[src/rtl/imem_access_ctrl_if.sv]
`default_nettype none
// ============================================================================
//  Module      : imem_access_ctrl_if
//  Description : Bundle of the fetch-side, loader-side and memory-side
//                signals of the instruction-memory access controller.
//                  cpu_*  : fetch request / instruction return / stall
//                  ld_*   : loader read/write request / read word / stall
//                  mem_*  : memory strobes, word address, data, busywait
//                Modport slave  = controller view (serves cpu/ld, drives mem).
//                Modport master = environment view (requesters + memory).
//  Revision    : 1.0  initial release
// ============================================================================
interface imem_access_ctrl_if;
  logic        cpu_read;
  logic [31:0] cpu_address;
  logic [31:0] cpu_readdata;
  logic        cpu_busywait;

  logic        ld_read;
  logic        ld_write;
  logic [31:0] ld_address;
  logic [31:0] ld_writedata;
  logic [31:0] ld_readdata;
  logic        ld_busywait;

  logic        mem_read;
  logic        mem_write;
  logic [31:0] mem_address;
  logic [31:0] mem_writedata;
  logic [31:0] mem_readdata;
  logic        mem_busywait;

  modport slave (
    input  cpu_read, cpu_address,
    output cpu_readdata, cpu_busywait,
    input  ld_read, ld_write, ld_address, ld_writedata,
    output ld_readdata, ld_busywait,
    output mem_read, mem_write, mem_address, mem_writedata,
    input  mem_readdata, mem_busywait
  );

  modport master (
    output cpu_read, cpu_address,
    input  cpu_readdata, cpu_busywait,
    output ld_read, ld_write, ld_address, ld_writedata,
    input  ld_readdata, ld_busywait,
    input  mem_read, mem_write, mem_address, mem_writedata,
    output mem_readdata, mem_busywait
  );
endinterface
`default_nettype wire

[src/rtl/imem_access_ctrl.sv]
`default_nettype none
// ============================================================================
//  Module      : imem_access_ctrl
//  Description : Single-port arbiter/sequencer in front of the instruction
//                memory. Shares the memory between the fetch stage (read
//                only) and the program loader (read/write). The fetch stage
//                is held in stall until the loader reports boot completion.
//                Each access: grant edge -> ACC (strobes held through memory
//                busywait) -> RESP (one-cycle response slot).
//  Ports       : clock     - system clock, rising edge
//                reset     - asynchronous active-low reset
//                boot_done - loader finished writing the program (level)
//                booted    - high once run mode has been entered
//                bus       - cpu/ld/mem signal bundle (slave modport)
//  Revision    : 1.0  initial release
// ============================================================================
module imem_access_ctrl #(
  parameter int unsigned MAX_LD_STREAK = 8
) (
  input  wire               clock,
  input  wire               reset,
  input  wire               boot_done,
  output logic              booted,
  imem_access_ctrl_if.slave bus
);

  typedef enum logic [1:0] {
    BOOT = 2'd0,
    IDLE = 2'd1,
    ACC  = 2'd2,
    RESP = 2'd3
  } state_t;

  typedef enum logic {
    OWN_LD  = 1'b0,
    OWN_CPU = 1'b1
  } owner_t;

  localparam logic [7:0] c_streak_max = 8'(MAX_LD_STREAK);

  state_t      r_state,         w_state_nxt;
  owner_t      r_owner,         w_owner_nxt;
  logic        r_booted,        w_booted_nxt;
  logic [7:0]  r_streak,        w_streak_nxt;
  logic        r_mem_read,      w_mem_read_nxt;
  logic        r_mem_write,     w_mem_write_nxt;
  logic [31:0] r_mem_address,   w_mem_address_nxt;
  logic [31:0] r_mem_writedata, w_mem_writedata_nxt;
  logic [31:0] r_cpu_hold,      w_cpu_hold_nxt;
  logic [31:0] r_ld_hold,       w_ld_hold_nxt;

  logic w_ld_req;
  logic w_grant_ld;
  logic w_grant_cpu;
  logic w_resp_cpu;
  logic w_resp_ld;
  logic w_unused;

  // Simultaneous ld_read and ld_write is treated as a write.
  assign w_ld_req = bus.ld_read | bus.ld_write;

  // Byte-offset bits never reach the word-organised memory.
  assign w_unused = ^{bus.cpu_address[1:0], bus.ld_address[1:0]};

  always_ff @(posedge clock or negedge reset) begin
    if (!reset) begin
      r_state         <= BOOT;
      r_owner         <= OWN_LD;
      r_booted        <= 1'b0;
      r_streak        <= 8'd0;
      r_mem_read      <= 1'b0;
      r_mem_write     <= 1'b0;
      r_mem_address   <= 32'd0;
      r_mem_writedata <= 32'd0;
      r_cpu_hold      <= 32'd0;
      r_ld_hold       <= 32'd0;
    end else begin
      r_state         <= w_state_nxt;
      r_owner         <= w_owner_nxt;
      r_booted        <= w_booted_nxt;
      r_streak        <= w_streak_nxt;
      r_mem_read      <= w_mem_read_nxt;
      r_mem_write     <= w_mem_write_nxt;
      r_mem_address   <= w_mem_address_nxt;
      r_mem_writedata <= w_mem_writedata_nxt;
      r_cpu_hold      <= w_cpu_hold_nxt;
      r_ld_hold       <= w_ld_hold_nxt;
    end
  end

  always_comb begin
    w_state_nxt         = r_state;
    w_owner_nxt         = r_owner;
    w_booted_nxt        = r_booted;
    w_streak_nxt        = r_streak;
    w_mem_read_nxt      = r_mem_read;
    w_mem_write_nxt     = r_mem_write;
    w_mem_address_nxt   = r_mem_address;
    w_mem_writedata_nxt = r_mem_writedata;
    w_cpu_hold_nxt      = r_cpu_hold;
    w_ld_hold_nxt       = r_ld_hold;
    w_grant_ld          = 1'b0;
    w_grant_cpu         = 1'b0;

    case (r_state)
      BOOT: begin
        // A pending loader request takes precedence over entering run mode.
        if (w_ld_req) begin
          w_grant_ld = 1'b1;
        end else if (boot_done) begin
          w_booted_nxt = 1'b1;
          w_state_nxt  = IDLE;
        end
      end
      IDLE: begin
        // Loader has priority; a fetch is forced through once the loader
        // has won MAX_LD_STREAK consecutive grants against a pending fetch.
        if (bus.cpu_read && (!w_ld_req || (r_streak == c_streak_max))) begin
          w_grant_cpu = 1'b1;
        end else if (w_ld_req) begin
          w_grant_ld = 1'b1;
        end
      end
      ACC: begin
        if (!bus.mem_busywait) begin
          w_mem_read_nxt  = 1'b0;
          w_mem_write_nxt = 1'b0;
          w_state_nxt     = RESP;
        end
      end
      RESP: begin
        // Holding register updates even if the requester has withdrawn.
        if (r_owner == OWN_CPU) begin
          w_cpu_hold_nxt = bus.mem_readdata;
        end else begin
          w_ld_hold_nxt = bus.mem_readdata;
        end
        w_state_nxt = r_booted ? IDLE : BOOT;
      end
      default: begin
        w_state_nxt = BOOT;
      end
    endcase

    if (w_grant_ld) begin
      w_owner_nxt         = OWN_LD;
      w_mem_address_nxt   = {bus.ld_address[31:2], 2'b00};
      w_mem_writedata_nxt = bus.ld_writedata;
      w_mem_write_nxt     = bus.ld_write;
      w_mem_read_nxt      = !bus.ld_write;
      w_state_nxt         = ACC;
    end

    if (w_grant_cpu) begin
      w_owner_nxt       = OWN_CPU;
      w_mem_address_nxt = {bus.cpu_address[31:2], 2'b00};
      w_mem_read_nxt    = 1'b1;
      w_mem_write_nxt   = 1'b0;
      w_state_nxt       = ACC;
    end

    // Fairness counter only matters in run mode; boot-time loader grants
    // are not counted because the fetch stage cannot be served then anyway.
    if (!bus.cpu_read || w_grant_cpu) begin
      w_streak_nxt = 8'd0;
    end else if (w_grant_ld && (r_state == IDLE)) begin
      w_streak_nxt = r_streak + 8'd1;
    end
  end

  assign w_resp_cpu = (r_state == RESP) && (r_owner == OWN_CPU);
  assign w_resp_ld  = (r_state == RESP) && (r_owner == OWN_LD);

  // In the response slot the owner sees memory data directly; afterwards
  // the holding register keeps presenting it.
  assign bus.cpu_readdata  = w_resp_cpu ? bus.mem_readdata : r_cpu_hold;
  assign bus.ld_readdata   = w_resp_ld  ? bus.mem_readdata : r_ld_hold;
  assign bus.cpu_busywait  = bus.cpu_read & ~w_resp_cpu;
  assign bus.ld_busywait   = w_ld_req & ~w_resp_ld;

  assign bus.mem_read      = r_mem_read;
  assign bus.mem_write     = r_mem_write;
  assign bus.mem_address   = r_mem_address;
  assign bus.mem_writedata = r_mem_writedata;

  assign booted = r_booted;

endmodule
`default_nettype wire

[src/flat_wrapper.sv]
// flat-port wrapper written by rule: the top's interface ports become plain ports
module imem_access_ctrl_flat 
#(
  parameter int unsigned MAX_LD_STREAK = 8
)
  (clock, reset, boot_done, booted, bus_cpu_read, bus_cpu_address, bus_cpu_readdata, bus_cpu_busywait, bus_ld_read, bus_ld_write, bus_ld_address, bus_ld_writedata, bus_ld_readdata, bus_ld_busywait, bus_mem_read, bus_mem_write, bus_mem_address, bus_mem_writedata, bus_mem_readdata, bus_mem_busywait);
  imem_access_ctrl_if bus_i ();
  input  wire clock;
  input  wire reset;
  input  wire boot_done;
  output logic booted;
  input wire logic [$bits(bus_i.cpu_read)-1:0] bus_cpu_read;
  input wire logic [$bits(bus_i.cpu_address)-1:0] bus_cpu_address;
  output wire logic [$bits(bus_i.cpu_readdata)-1:0] bus_cpu_readdata;
  output wire logic [$bits(bus_i.cpu_busywait)-1:0] bus_cpu_busywait;
  input wire logic [$bits(bus_i.ld_read)-1:0] bus_ld_read;
  input wire logic [$bits(bus_i.ld_write)-1:0] bus_ld_write;
  input wire logic [$bits(bus_i.ld_address)-1:0] bus_ld_address;
  input wire logic [$bits(bus_i.ld_writedata)-1:0] bus_ld_writedata;
  output wire logic [$bits(bus_i.ld_readdata)-1:0] bus_ld_readdata;
  output wire logic [$bits(bus_i.ld_busywait)-1:0] bus_ld_busywait;
  output wire logic [$bits(bus_i.mem_read)-1:0] bus_mem_read;
  output wire logic [$bits(bus_i.mem_write)-1:0] bus_mem_write;
  output wire logic [$bits(bus_i.mem_address)-1:0] bus_mem_address;
  output wire logic [$bits(bus_i.mem_writedata)-1:0] bus_mem_writedata;
  input wire logic [$bits(bus_i.mem_readdata)-1:0] bus_mem_readdata;
  input wire logic [$bits(bus_i.mem_busywait)-1:0] bus_mem_busywait;
  assign bus_i.cpu_read = bus_cpu_read;
  assign bus_i.cpu_address = bus_cpu_address;
  assign bus_cpu_readdata = bus_i.cpu_readdata;
  assign bus_cpu_busywait = bus_i.cpu_busywait;
  assign bus_i.ld_read = bus_ld_read;
  assign bus_i.ld_write = bus_ld_write;
  assign bus_i.ld_address = bus_ld_address;
  assign bus_i.ld_writedata = bus_ld_writedata;
  assign bus_ld_readdata = bus_i.ld_readdata;
  assign bus_ld_busywait = bus_i.ld_busywait;
  assign bus_mem_read = bus_i.mem_read;
  assign bus_mem_write = bus_i.mem_write;
  assign bus_mem_address = bus_i.mem_address;
  assign bus_mem_writedata = bus_i.mem_writedata;
  assign bus_i.mem_readdata = bus_mem_readdata;
  assign bus_i.mem_busywait = bus_mem_busywait;
  imem_access_ctrl #(.MAX_LD_STREAK(MAX_LD_STREAK)) u_core (.clock(clock), .reset(reset), .boot_done(boot_done), .booted(booted), .bus(bus_i));
endmodule
[config.mk]
export PLATFORM = sky130hd
export DESIGN_NAME = imem_access_ctrl_flat
export DESIGN_NICKNAME = d
export VERILOG_FILES = /design/src/rtl/imem_access_ctrl_if.sv /design/src/rtl/imem_access_ctrl.sv /design/src/flat_wrapper.sv
export SDC_FILE = /design/constraint.sdc
export NUM_CORES = 1
export LEC_CHECK = 0
export BUFFER_PORTS_ARGS = -buffer_cell sky130_fd_sc_hd__buf_2
export CAP_MARGIN = 25
export CORE_AREA = 2 2 138 140
export CTS_CLUSTER_DIAMETER = 30
export CTS_CLUSTER_SIZE = 14
export DETAILED_ROUTE_END_ITERATION = 6
export DIE_AREA = 0 0 140 142
export MAX_ROUTING_LAYER = met4
export PLACE_DENSITY = 0.65
export SLEW_MARGIN = 40
export SYNTH_ARGS = -nofsm -noshare
export SYNTH_HDL_FRONTEND = slang
export SYNTH_SLANG_ARGS = --single-unit
[constraint.sdc]
create_clock -name clock -period 2.4 [get_ports clock]
set_input_delay 0.72 -clock clock [delete_from_list [all_inputs] [get_ports clock]]
set_output_delay 0.72 -clock clock [all_outputs]
set_load 0.02 [all_outputs]
# After elaboration in Yosys (flattened, before gate mapping)
# Cells that the tools add are included.
[word_totals]
word_cells = 71
mem_bits_ro = 0
input_bits = 135
ramBits = 0
mem_count = 0
latch_bits = 0
reg_bits = 142
out_inout_bits = 133
[op_classes]
n_eq_ne = 8
mux = 26
order_cmp = 0
bitwise = 7
reduce_logical = 19
add_sub_neg = 1
div_mod_pow = 0
n_mul = 0
shifts = 0
[op_table]
columns = ["operator", "n"]
rows = [
  ["32-bit 2-to-1 mux", 4],
  ["8-bit 2-to-1 mux", 2],
  ["1-bit 2-to-1 mux", 13],
  ["2-bit 2-to-1 mux", 5],
  ["8-bit by 1-bit adder with 8-bit output, second input constant", 1],
  ["8-bit by 4-bit equality test with 1-bit output, second input constant", 1],
  ["4-bit by 2-bit != test with 1-bit output, second input constant", 2],
  ["2-bit one-hot mux with 3 select lines", 1],
  ["2-bit AND reduction", 3],
  ["5-bit nonzero test", 1],
  ["2-bit equality test, second input constant", 2],
  ["1-bit logical AND", 4],
  ["4-bit != test, second input constant", 1],
  ["1-bit NOT", 4],
  ["4-bit AND reduction", 1],
  ["2-bit nonzero test", 2],
  ["1-bit logical NOT", 3],
  ["3-bit by 1-bit != test with 1-bit output, second input constant", 1],
  ["3-bit AND reduction", 1],
  ["3-bit nonzero test", 1],
  ["1-bit AND", 2],
  ["2-bit by 1-bit equality test with 1-bit output, second input constant", 1],
  ["2-bit logical NOT", 1],
  ["1-bit logical OR", 2],
  ["other kinds (2)", 2],
]

# Longest topological paths before layout
# Gate-level depths: netlist of run 1.
[logic_depth]
ltp_word = 9
mapped_depth = 8

# Least setup slack after synthesis of run 1
# No wires, ideal clock.
[synth_timing]
path_type = "register -> output"
from = "register u_core.r_state[0]"
to = "output port bus_ld_readdata[10]"
path_buffers = 2
path_stages_with_launch = 6
setup_slack_ps = 1
required_ps = 1680
arrival_time_ps = 1679
path_cell_list = "dfrtp_1 -> ha_1 -> nand2b_1 -> clkbuf_1 -> clkbuf_1 -> mux2_2"
[synth_via]
elab_chain_len = 3
[synth_rtl]
columns = ["element", "line_no", "rtl"]
rows = [
  ["start, declared", "imem_access_ctrl.sv:41", "state_t r_state, w_state_nxt;"],
  ["start signal, assigned", "imem_access_ctrl.sv:78", "r_state <= w_state_nxt;"],
  ["2-bit equality test", "imem_access_ctrl.sv:172", "assign w_resp_ld = (r_state == RESP) && (r_owner == OWN_LD);"],
  ["1-bit logical AND", "imem_access_ctrl.sv:172", ""],
  ["32-bit 2-to-1 mux", "imem_access_ctrl.sv:177", "assign bus.ld_readdata = w_resp_ld ? bus.mem_readdata : r_ld_hold;"],
  ["end, declared", "flat_wrapper.sv:20", "output wire logic [$bits(bus_i.ld_readdata)-1:0] bus_ld_readdata;"],
]
# Every way passes these cells.

# Final worst setup path of run 1
[layout_timing]
from = "register u_core.r_state[1]"
to = "output port bus_cpu_readdata[18]"
[layout_via]
elab_chain_len = 3
[layout_rtl]
columns = ["element", "line_no", "rtl"]
rows = [
  ["2-bit equality test", "imem_access_ctrl.sv:171", "assign w_resp_cpu = (r_state == RESP) && (r_owner == OWN_CPU);"],
  ["1-bit logical AND", "imem_access_ctrl.sv:171", ""],
  ["32-bit 2-to-1 mux", "imem_access_ctrl.sv:176", "assign bus.cpu_readdata = w_resp_cpu ? bus.mem_readdata : r_cpu_hold;"],
  ["end, declared", "flat_wrapper.sv:14", "output wire logic [$bits(bus_i.cpu_readdata)-1:0] bus_cpu_readdata;"],
]
# Every way passes these cells.

==> impl_metrics.env, run 1 <==
export IMPL_clk_latency_ns=0.40
export IMPL_status="complete, but fails checks"
export IMPL_setup_ws_ns=-0.150
export IMPL_via_count=4892
export IMPL_cts_sinks=140
export IMPL_grt_overflow=0
export IMPL_ys_ff_latch=140
export IMPL_leakage_nw=4.50
export IMPL_rows=50
export IMPL_place_hpwl_mm=10.6
export IMPL_drt_iter0_drc=150
export IMPL_coreArea_mm2=0.0185
export IMPL_ant_nets=0
export IMPL_cap_violations=0
export IMPL_violations="DRC, setup timing"
export IMPL_critPathLaunchType="flop"
export IMPL_fin_skew_ns=0.00637
export IMPL_setup_viol=65
export IMPL_cts_tree="yes"
export IMPL_synthArstFlopShare_pct=100
export IMPL_drc=17
export IMPL_portBuffers=261
export IMPL_maxSlewViolCount=0
export IMPL_die_y_um=142
export IMPL_worstPathArrival_ns=1.83
export IMPL_cts_htree_levels=4
export IMPL_setup_worst_path_class="reg2out"
export IMPL_viasPerCell=4.85
export IMPL_cts_made_buffers=17
export IMPL_final_nets=902
export IMPL_ios=268
export IMPL_ys_flop_type="dfrtp_1"
export IMPL_syn_instance_count=477
export IMPL_drt_pass1_iterations=7
export IMPL_die_area_mm2=0.0199
export IMPL_pwr_density_cell_mw_per_mm2=1520
export IMPL_synth_cell_types=46
export IMPL_synth_area_mm2=0.00619
export IMPL_syn_avg_cell_area_um2=13.0
export IMPL_grt_max_degree=61
export IMPL_fin_setup_tns_ns=-8.19
export IMPL_finalWirelength_mm=16.8
export IMPL_yosysWarnings=0
export IMPL_min_period_ns=2.55
export IMPL_grt_pass1_wl_mm=25.6
export IMPL_crit_path_end_kind="output port"
export IMPL_area_growth_pct=46.9
export IMPL_fin_crit_sh_pct=106
export IMPL_synth_edf_count=0
export IMPL_path_max_fanout=16
export IMPL_grt_use_total_pct=16.7
export IMPL_cts_hold_repair_buffers=0
export IMPL_cts_max_path_buffers=2
export IMPL_antenna_found_initial=1
export IMPL_drive_gt1_share_pct=56.9
export IMPL_final_hold_viol_count=0
export IMPL_max_freq_mhz=392
export IMPL_clk_pin_slew_ns=0.06
export IMPL_start_util_pct=33.5
export IMPL_preCtsSetupSlack_ns=0.137
export IMPL_peakVddDrop_uv=941
export IMPL_multi_input_area_mm2=0.00266
export IMPL_wl_per_cell_um=16.6
export IMPL_rsz0062_at_grt="true"
export IMPL_synth_seq_area_share_pct=56.6
export IMPL_place_gp_congestion=0.733
export IMPL_min_path_type="in2async"
export IMPL_fillers=1662
export IMPL_die_x_um=140
export IMPL_seq_area_mm2=0.00350
export IMPL_cts_root_buf="clkbuf_16"
export IMPL_grt_pass1_vias=5030
export IMPL_worst_ep_required_time_ns=1.68
[per-layer routing]
metal | routed length, um | global-route usage [%]
met5 | 0 | -
met4 | 148 | 5.48
met3 | 884 | 3.94
met2 | 8530 | 28.1
met1 | 7220 | 20.1
[area by class of cell]
class                           instances  area share, %
Tap cell                              234           3.22
Clock inverter                         11           1.56
Multi-Input combinational cell        297           29.2
Clock buffer                           21           5.17
Antenna cell                            1         0.0275
Sequential cell                       140           38.5
Timing Repair Buffer                  298           22.0
Inverter                                6          0.248
[per-stage QoR]
step	power, mW	instance area [um^2]	hold slack, ns	cells	utilization, %
after global routing	14.6	9090	0.266	1008	49.3
after CTS	13.5	8870	0.251	1001	48.1
after detailed placement	9.85	7860	0.478	955	42.6
after floorplan	7.91	6190	0.424	478	-
final	13.8	9090	0.255	1008	49.3
after global placement	9.75	7860	0.474	955	42.6
[worst paths after layout]
path                                       start                    end  slack [ns]  depth (start not counted)
setup / recovery               u_core.r_state[1]   bus_cpu_readdata[18]       -0.15                          5
hold / removal                             reset   u_core.r_ld_hold[21]        0.26                          1
setup reg to reg               u_core.r_state[1]     u_core.r_streak[7]        0.22                          7
hold reg to reg            u_core.r_cpu_hold[17]  u_core.r_cpu_hold[17]        0.49                          1
max in group asynchronous                  reset   u_core.r_ld_hold[26]        1.45                          2
min in group clock         u_core.r_cpu_hold[17]  u_core.r_cpu_hold[17]        0.49                          1
[cells by family (layout without fill, tap and decap cells)]
group / after synthesis / after routing / synth area share [%]
adders and majority gates: 7 / 7 / 1.42
and+or+nand+nor: 107 / 107 / 10.5
buffers and inverters: 41 / 336 / 3.03
DFF: 140 / 140 / 56.6
muxes: 96 / 96 / 17.5
AOI/OAI and AO/OA: 80 / 80 / 10.2
xor gates and xnor gates: 5 / 5 / 0.708
other: 1 / 3 / 0.0606
[worst max-delay path, stage by stage, from the launching register on]
cell and delay [ns]:
dfrtp_1 0.41, ha_4 0.19, nand2_4 0.13, buf_16 0.17, mux2_2 0.36, buf_2 0.16
[report_power, final]
group          switching, mW  leakage, nW  internal [mW]
clock network          0.994        0.295           1.71
registers              0.407         1.67           3.51
logic                   3.69         2.53           3.50
[synthesized netlist by cell type (6+ instances only)]
cell,n,area [um^2]
and3_1,31,194
clkbuf_1,22,82.6
nor2_1,12,45.0
a21boi_0,31,233
o31a_1,30,263
nand2_1,13,48.8
mux2_2,96,1080
ha_1,7,87.6
buf_4,6,45.0
dfrtp_1,140,3500
or3_1,32,200
inv_1,6,22.5
[flip-flops by register name, indices dropped and copies added (netlist names)]
name                      count
u_core.r_ld_hold             32
u_core.bus.mem_address       30
u_core.bus.mem_read           1
u_core.booted                 1
u_core.r_streak               8
u_core.bus.mem_writedata     32
u_core.bus.mem_write          1
u_core.r_state                2
u_core.r_cpu_hold            32
u_core.r_owner                1
[placed cells by master, fill, tap and decap left out, types with 2 or more instances in the layout]
cell type / count
bufinv_16: 3
clkinv_2: 4
buf_2: 227
buf_4: 20
nand2_1: 12
nor2_2: 2
buf_6: 37
clkbuf_16: 19
nand3_1: 3
and3_1: 31
o21ai_0: 2
clkbuf_8: 3
o31a_1: 30
dfrtp_1: 140
mux2_4: 32
a2bb2oi_1: 2
conb_1: 2
xnor2_1: 3
clkinvlp_4: 3
buf_16: 2
ha_1: 6
xor2_1: 2
nor2_1: 10
a21oi_1: 2
or2_2: 2
inv_1: 6
o22ai_1: 2
or3_1: 32
buf_12: 9
a21boi_0: 31
nor4_1: 2
mux2_2: 64
[what timing repair did]
| item | CTS | global route |
|---|---|---|
| setup endpoints to repair | 66 | 66 |
| pin swaps | 1 | 1 |
| gates cloned | 4 | 2 |
| setup buffers | 10 | 7 |
| resized for setup | 61 | 52 |
Note: power is estimated with default switching activity, not from simulation.
==> run 2, diff against run 1 <==
--- a/config.mk
+++ b/config.mk
@@ -8,12 +8,15 @@
 export BUFFER_PORTS_ARGS = -buffer_cell sky130_fd_sc_hd__buf_2
 export CAP_MARGIN = 25
 export CORE_AREA = 2 2 138 140
+export CTS_BUF_LIST = sky130_fd_sc_hd__clkbuf_4 sky130_fd_sc_hd__clkbuf_8
 export CTS_CLUSTER_DIAMETER = 30
 export CTS_CLUSTER_SIZE = 14
 export DETAILED_ROUTE_END_ITERATION = 6
 export DIE_AREA = 0 0 140 142
 export MAX_ROUTING_LAYER = met4
 export PLACE_DENSITY = 0.65
+export REMOVE_ABC_BUFFERS = 1
+export SKIP_LAST_GASP = 1
 export SLEW_MARGIN = 40
 export SYNTH_ARGS = -nofsm -noshare
 export SYNTH_HDL_FRONTEND = slang
==> run 2 against run 1 <==
  * The run still ends with DRC, setup timing left
  * Worst setup slack worse by 0.084 ns
  * Worst hold slack worse by 0.11 ns
  * Sequential power about the same
  * Largest power group unchanged
  * Combinational power fell by 15%
==> impl_metrics.env, run 2 (synthesis gave the netlist of run 1 again) <==
export IMPL_pwr_density_cell_mw_per_mm2=1420
export IMPL_max_freq_mhz=380
export IMPL_cts_tree="yes"
export IMPL_status="complete, but fails checks"
export IMPL_rsz0062_at_grt="true"
export IMPL_crit_chain="ha_4 > nand2b_4 > buf_12 > mux2_2 > buf_2"
export IMPL_critPathBufInv=2
export IMPL_dp_cells=960
export IMPL_final_nets=890
export IMPL_grt_overflow=0
export IMPL_place_hpwl_mm=10.9
export IMPL_rows=50
export IMPL_drt_pass1_iterations=7
export IMPL_cts_hold_repair_buffers=0
export IMPL_grt_max_degree=49
export IMPL_critPathLaunchType="flop"
export IMPL_cts_root_buf="clkbuf_8"
export IMPL_fin_setup_tns_ns=-13.26
export IMPL_coreArea_mm2=0.0185
export IMPL_wl_per_cell_um=15.8
export IMPL_setup_worst_path_class="reg2out"
export IMPL_viasPerCell=4.85
export IMPL_cts_htree_levels=4
export IMPL_finalWirelength_mm=15.8
export IMPL_place_gp_congestion=0.804
export IMPL_wirelength_met1_mm=6.93
export IMPL_violations="DRC, setup timing"
export IMPL_setup_ws_ns=-0.234
export IMPL_post_dp_cell_area_mm2=0.00788
export IMPL_cp_slowest_stage_delay_ns=0.44
export IMPL_portBuffers=261
export IMPL_drc=16
export IMPL_grt_pass1_vias=5022
export IMPL_area_growth_pct=35.8
export IMPL_clk_pin_slew_ns=0.10
export IMPL_fin_crit_sh_pct=110
export IMPL_met2_length_mm=7.86
export IMPL_grt_pass1_wl_mm=25.4
export IMPL_min_path_type="in2async"
export IMPL_cts_made_buffers=17
export IMPL_final_util_pct=45.5
export IMPL_cap_violations=0
export IMPL_die_area_mm2=0.0199
export IMPL_worst_ep_required_time_ns=1.68
export IMPL_die_y_um=142
export IMPL_min_period_ns=2.63
export IMPL_setup_viol=65
export IMPL_leakage_nw=4.10
export IMPL_ant_nets=0
export IMPL_cts_sinks=140
export IMPL_antenna_found_initial=1
export IMPL_grt_use_total_pct=16.5
export IMPL_final_area_mm2=0.00840
export IMPL_die_x_um=140
export IMPL_start_util_pct=33.5
export IMPL_crit_path_end_kind="output port"
export IMPL_fin_skew_ns=0.0135
export IMPL_final_hold_viol_count=0
export IMPL_peakVddDrop_uv=769
export IMPL_highest_layer="met4"
export IMPL_route_met3_wl_um=854
export IMPL_clk_latency_ns=0.44
export IMPL_maxSlewViolCount=0
export IMPL_cp_slowest_cell="dfrtp_1"
export IMPL_mostFrequentLayoutCell="buf_2"
export IMPL_cts_max_path_buffers=2
export IMPL_worstPathArrival_ns=1.91
export IMPL_path_max_fanout=12
export IMPL_drive_gt1_share_pct=56.2
export IMPL_via_count=4827
export IMPL_drt_iter0_drc=190
export IMPL_ios=268
export IMPL_p_total_mw=11.9
export IMPL_cpLargestDelayFamily="flip-flops"
export IMPL_final_instance_count_excl_fill=996
export IMPL_layout_common_cells="buf_2 (258), dfrtp_1 (140), mux2_2 (96), or3_1 (32)"
## run 2: cell types whose count changed in the layout (fill, tap and decap cells not counted), sizes merged
| cell | previous run | this run |
|---|---|---|
| clkinvlp | 3 | 1 |
| clkinv | 5 | 3 |
| bufinv | 3 | 1 |
| inv | 6 | 16 |
| buf | 296 | 286 |
| clkbuf | 23 | 17 |
## run 2: final timing paths
check                                           from                         end  slack (ns)  cells after the start
worst max-delay path               u_core.r_state[1]         bus_ld_readdata[13]       -0.23                      5
min in group clock              u_core.r_ld_hold[24]        u_core.r_ld_hold[24]        0.50                      1
worst max register to register     u_core.r_state[1]          u_core.r_streak[7]        0.16                      7
worst min-delay path                           reset  u_core.bus.mem_address[23]        0.14                      1
max in group asynchronous                      reset  u_core.bus.mem_address[21]        1.66                      2
worst min register to register  u_core.r_ld_hold[24]        u_core.r_ld_hold[24]        0.50                      1
## run 2: per-stage QoR
step / worst slack, ns / hold slack, ns
after floorplan: -1.61 / 0.424
after global placement: 0.142 / 0.474
after detailed placement: 0.154 / 0.478
after CTS: -0.279 / 0.114
after global routing: -0.318 / 0.130
final: -0.234 / 0.145
## run 2: layout make-up
class	instances	area (um^2)
diodes	1	2.50
clock inverters	15	173
multi-input cells	297	2530
fillers	1776	10100
flip-flops and latches	140	3500
repair buffers	286	1640
well taps	234	293
clock buffers	17	234
inverters	6	22.5
## run 2: what timing repair did
item,4_1_cts,5_1_grt
gates cloned,2,0
gates resized for setup,13,1
setup endpoints to repair,66,66
setup buffers,1,0
pin swaps,0,0
## run 2: power breakdown
group	total [mW]	switching [mW]	internal [mW]	leakage, nW
clock	1.97	1.08	0.885	0.207
combinational	6.09	3.44	2.64	2.22
sequential	3.89	0.397	3.50	1.67
total	11.9	4.92	7.02	4.10
## run 2: worst register-to-register path, delay by kind of cell, from the launching register on
family	cells	cell delay (ns)
and+or+nand+nor	3	0.98
buffers and inverters	2	0.27
DFF	1	0.44
adders and majority gates	1	0.28
AOI/OAI and AO/OA	1	0.18
## run 2: metal layers
metal | track usage (%) | up-vias
li1 | - | 2254
met2 | 26.9 | 182
met1 | 20.4 | 2381
met4 | 6.01 | 0
met5 | - | -
met3 | 3.73 | 10
==> run 3, diff against run 2 <==
--- a/config.mk
+++ b/config.mk
@@ -16,6 +16,7 @@
 export MAX_ROUTING_LAYER = met4
 export PLACE_DENSITY = 0.65
 export REMOVE_ABC_BUFFERS = 1
+export SETUP_SLACK_MARGIN = 0.3
 export SKIP_LAST_GASP = 1
 export SLEW_MARGIN = 40
 export SYNTH_ARGS = -nofsm -noshare
==> run 3 against run 2 <==
  * The run still ends with DRC, setup timing left
  * Sequential power hardly changed
  * Clock skew hardly changed
  * Wire length hardly changed
  * Sequential share of layout area is 0.41 points lower
  * Worst hold slack worse by 0.0010 ns
  * Clock power hardly changed
  * Non-clock buffer count is 2 higher
  * Clock-buffer cell count stayed put
  * Critical path type unchanged
  * Critical endpoint unchanged
  * Largest cell class unchanged
==> impl_metrics.env, run 3 (synthesis gave the netlist of run 1 again) <==
export IMPL_cts_root_buf="clkbuf_8"
export IMPL_portBuffers=261
export IMPL_worst_ep_required_time_ns=1.68
export IMPL_p_total_mw=12.0
export IMPL_max_freq_mhz=380
export IMPL_cts_max_path_buffers=2
export IMPL_status="complete, but fails checks"
export IMPL_grt_pass1_wl_mm=25.5
export IMPL_crit_path_end_kind="output port"
export IMPL_drive_gt1_share_pct=57.1
export IMPL_cts_htree_levels=4
export IMPL_dp_cells=960
export IMPL_min_period_ns=2.63
export IMPL_setup_viol=65
export IMPL_pwr_density_cell_mw_per_mm2=1410
export IMPL_die_y_um=142
export IMPL_cts_tree="yes"
export IMPL_cts_sinks=140
export IMPL_grt_pass1_vias=5031
export IMPL_ios=268
export IMPL_coreArea_mm2=0.0185
export IMPL_critPathLaunchType="flop"
export IMPL_worst_slew_pin_slew_ns=0.492
export IMPL_violations="DRC, setup timing"
export IMPL_grt_overflow=0
export IMPL_clk_pin_slew_ns=0.10
export IMPL_cap_violations=0
export IMPL_worstPathArrival_ns=1.91
export IMPL_final_hold_viol_count=0
export IMPL_rsz0062_at_grt="true"
export IMPL_area_growth_pct=37.1
export IMPL_relSlewSlack_pct=67.0
export IMPL_drc=15
export IMPL_grt_max_degree=49
export IMPL_peakVddDrop_uv=769
export IMPL_maxSlewViolCount=0
export IMPL_place_gp_congestion=0.804
export IMPL_finalWirelength_mm=15.8
export IMPL_setup_worst_path_class="reg2out"
export IMPL_leakage_nw=4.13
export IMPL_fin_skew_ns=0.0130
export IMPL_drt_pass1_iterations=7
export IMPL_ant_nets=0
export IMPL_mostFrequentLayoutCell="buf_2"
export IMPL_post_dp_cell_area_mm2=0.00788
export IMPL_cts_made_buffers=17
export IMPL_die_x_um=140
export IMPL_drt_iter0_drc=191
export IMPL_setup_ws_ns=-0.233
export IMPL_layout_common_cells="buf_2 (258), dfrtp_1 (140), mux2_2 (96), or3_1 (32)"
export IMPL_fin_crit_sh_pct=110
export IMPL_rows=50
export IMPL_start_util_pct=33.5
export IMPL_final_nets=892
export IMPL_clk_latency_ns=0.44
export IMPL_grt_use_total_pct=16.6
export IMPL_place_hpwl_mm=10.9
export IMPL_via_count=4814
export IMPL_min_path_type="in2async"
export IMPL_viasPerCell=4.82
export IMPL_die_area_mm2=0.0199
export IMPL_path_max_fanout=12
export IMPL_wl_per_cell_um=15.8
export IMPL_final_area_mm2=0.00848
export IMPL_antenna_found_initial=1
export IMPL_final_instance_count_excl_fill=998
-- run 3: layer usage --
| layer | GRT usage, % | vias to the layer above | part of all wire, % |
|---|---|---|---|
| li1 | - | 2259 | - |
| met1 | 20.4 | 2366 | 44 |
| met2 | 27.0 | 173 | 50 |
| met3 | 3.73 | 16 | 5.2 |
| met4 | 6.01 | 0 | 1.3 |
| met5 | - | - | 0 |
-- run 3: area by class of cell --
class / count / area, um^2
multi-input cells: 297 / 2580
repair buffers: 288 / 1680
well taps: 234 / 293
flip-flops and latches: 140 / 3500
clock inverters: 15 / 173
inverters: 6 / 25.0
clock buffers: 17 / 234
fillers: 1772 / 9970
diodes: 1 / 2.50
-- run 3: power by group --
| part | internal (mW) | switching, mW | total, mW |
|---|---|---|---|
| logic | 2.68 | 3.47 | 6.14 |
| clock network | 0.885 | 1.09 | 1.97 |
| registers | 3.50 | 0.396 | 3.89 |
-- run 3: timing repair --
item / CTS / global route
setup buffers: 1 / 2
resized for setup: 18 / 12
hold buffers: 0 / 0
setup endpoints to repair: 99 / 129
gates cloned: 2 / 0
pin swaps: 0 / 1
-- run 3: final timing paths --
check | slack (ns) | end | cells after the start | start
setup reg to reg | 0.36 | u_core.r_streak[7] | 7 | u_core.r_state[1]
hold reg to reg | 0.50 | u_core.r_ld_hold[24] | 1 | u_core.r_ld_hold[24]
max in group asynchronous | 1.65 | u_core.bus.mem_address[16] | 2 | reset
setup / recovery | -0.23 | bus_ld_readdata[13] | 5 | u_core.r_state[1]
hold / removal | 0.14 | u_core.bus.mem_address[23] | 1 | reset
min in group clock | 0.50 | u_core.r_ld_hold[24] | 1 | u_core.r_ld_hold[24]
-- run 3: through the flow --
step           setup TNS, ns  util, %  hold slack, ns  setup slack, ns
2_1_floorplan         -78.08        -           0.424            -1.61
3_3_place_gp               0     42.7           0.474            0.142
3_5_place_dp               0     42.7           0.478            0.154
4_1_cts               -16.12     45.6           0.114           -0.279
5_1_grt               -19.06     46.0           0.130           -0.318
6_report              -13.21     46.0           0.144           -0.233
-- run 3: worst max-delay path, stage by stage (launching register included) --
cell      delay, ns
dfrtp_1        0.44
ha_4           0.21
nand2b_4       0.13
buf_12         0.16
mux2_2         0.36
buf_2          0.17
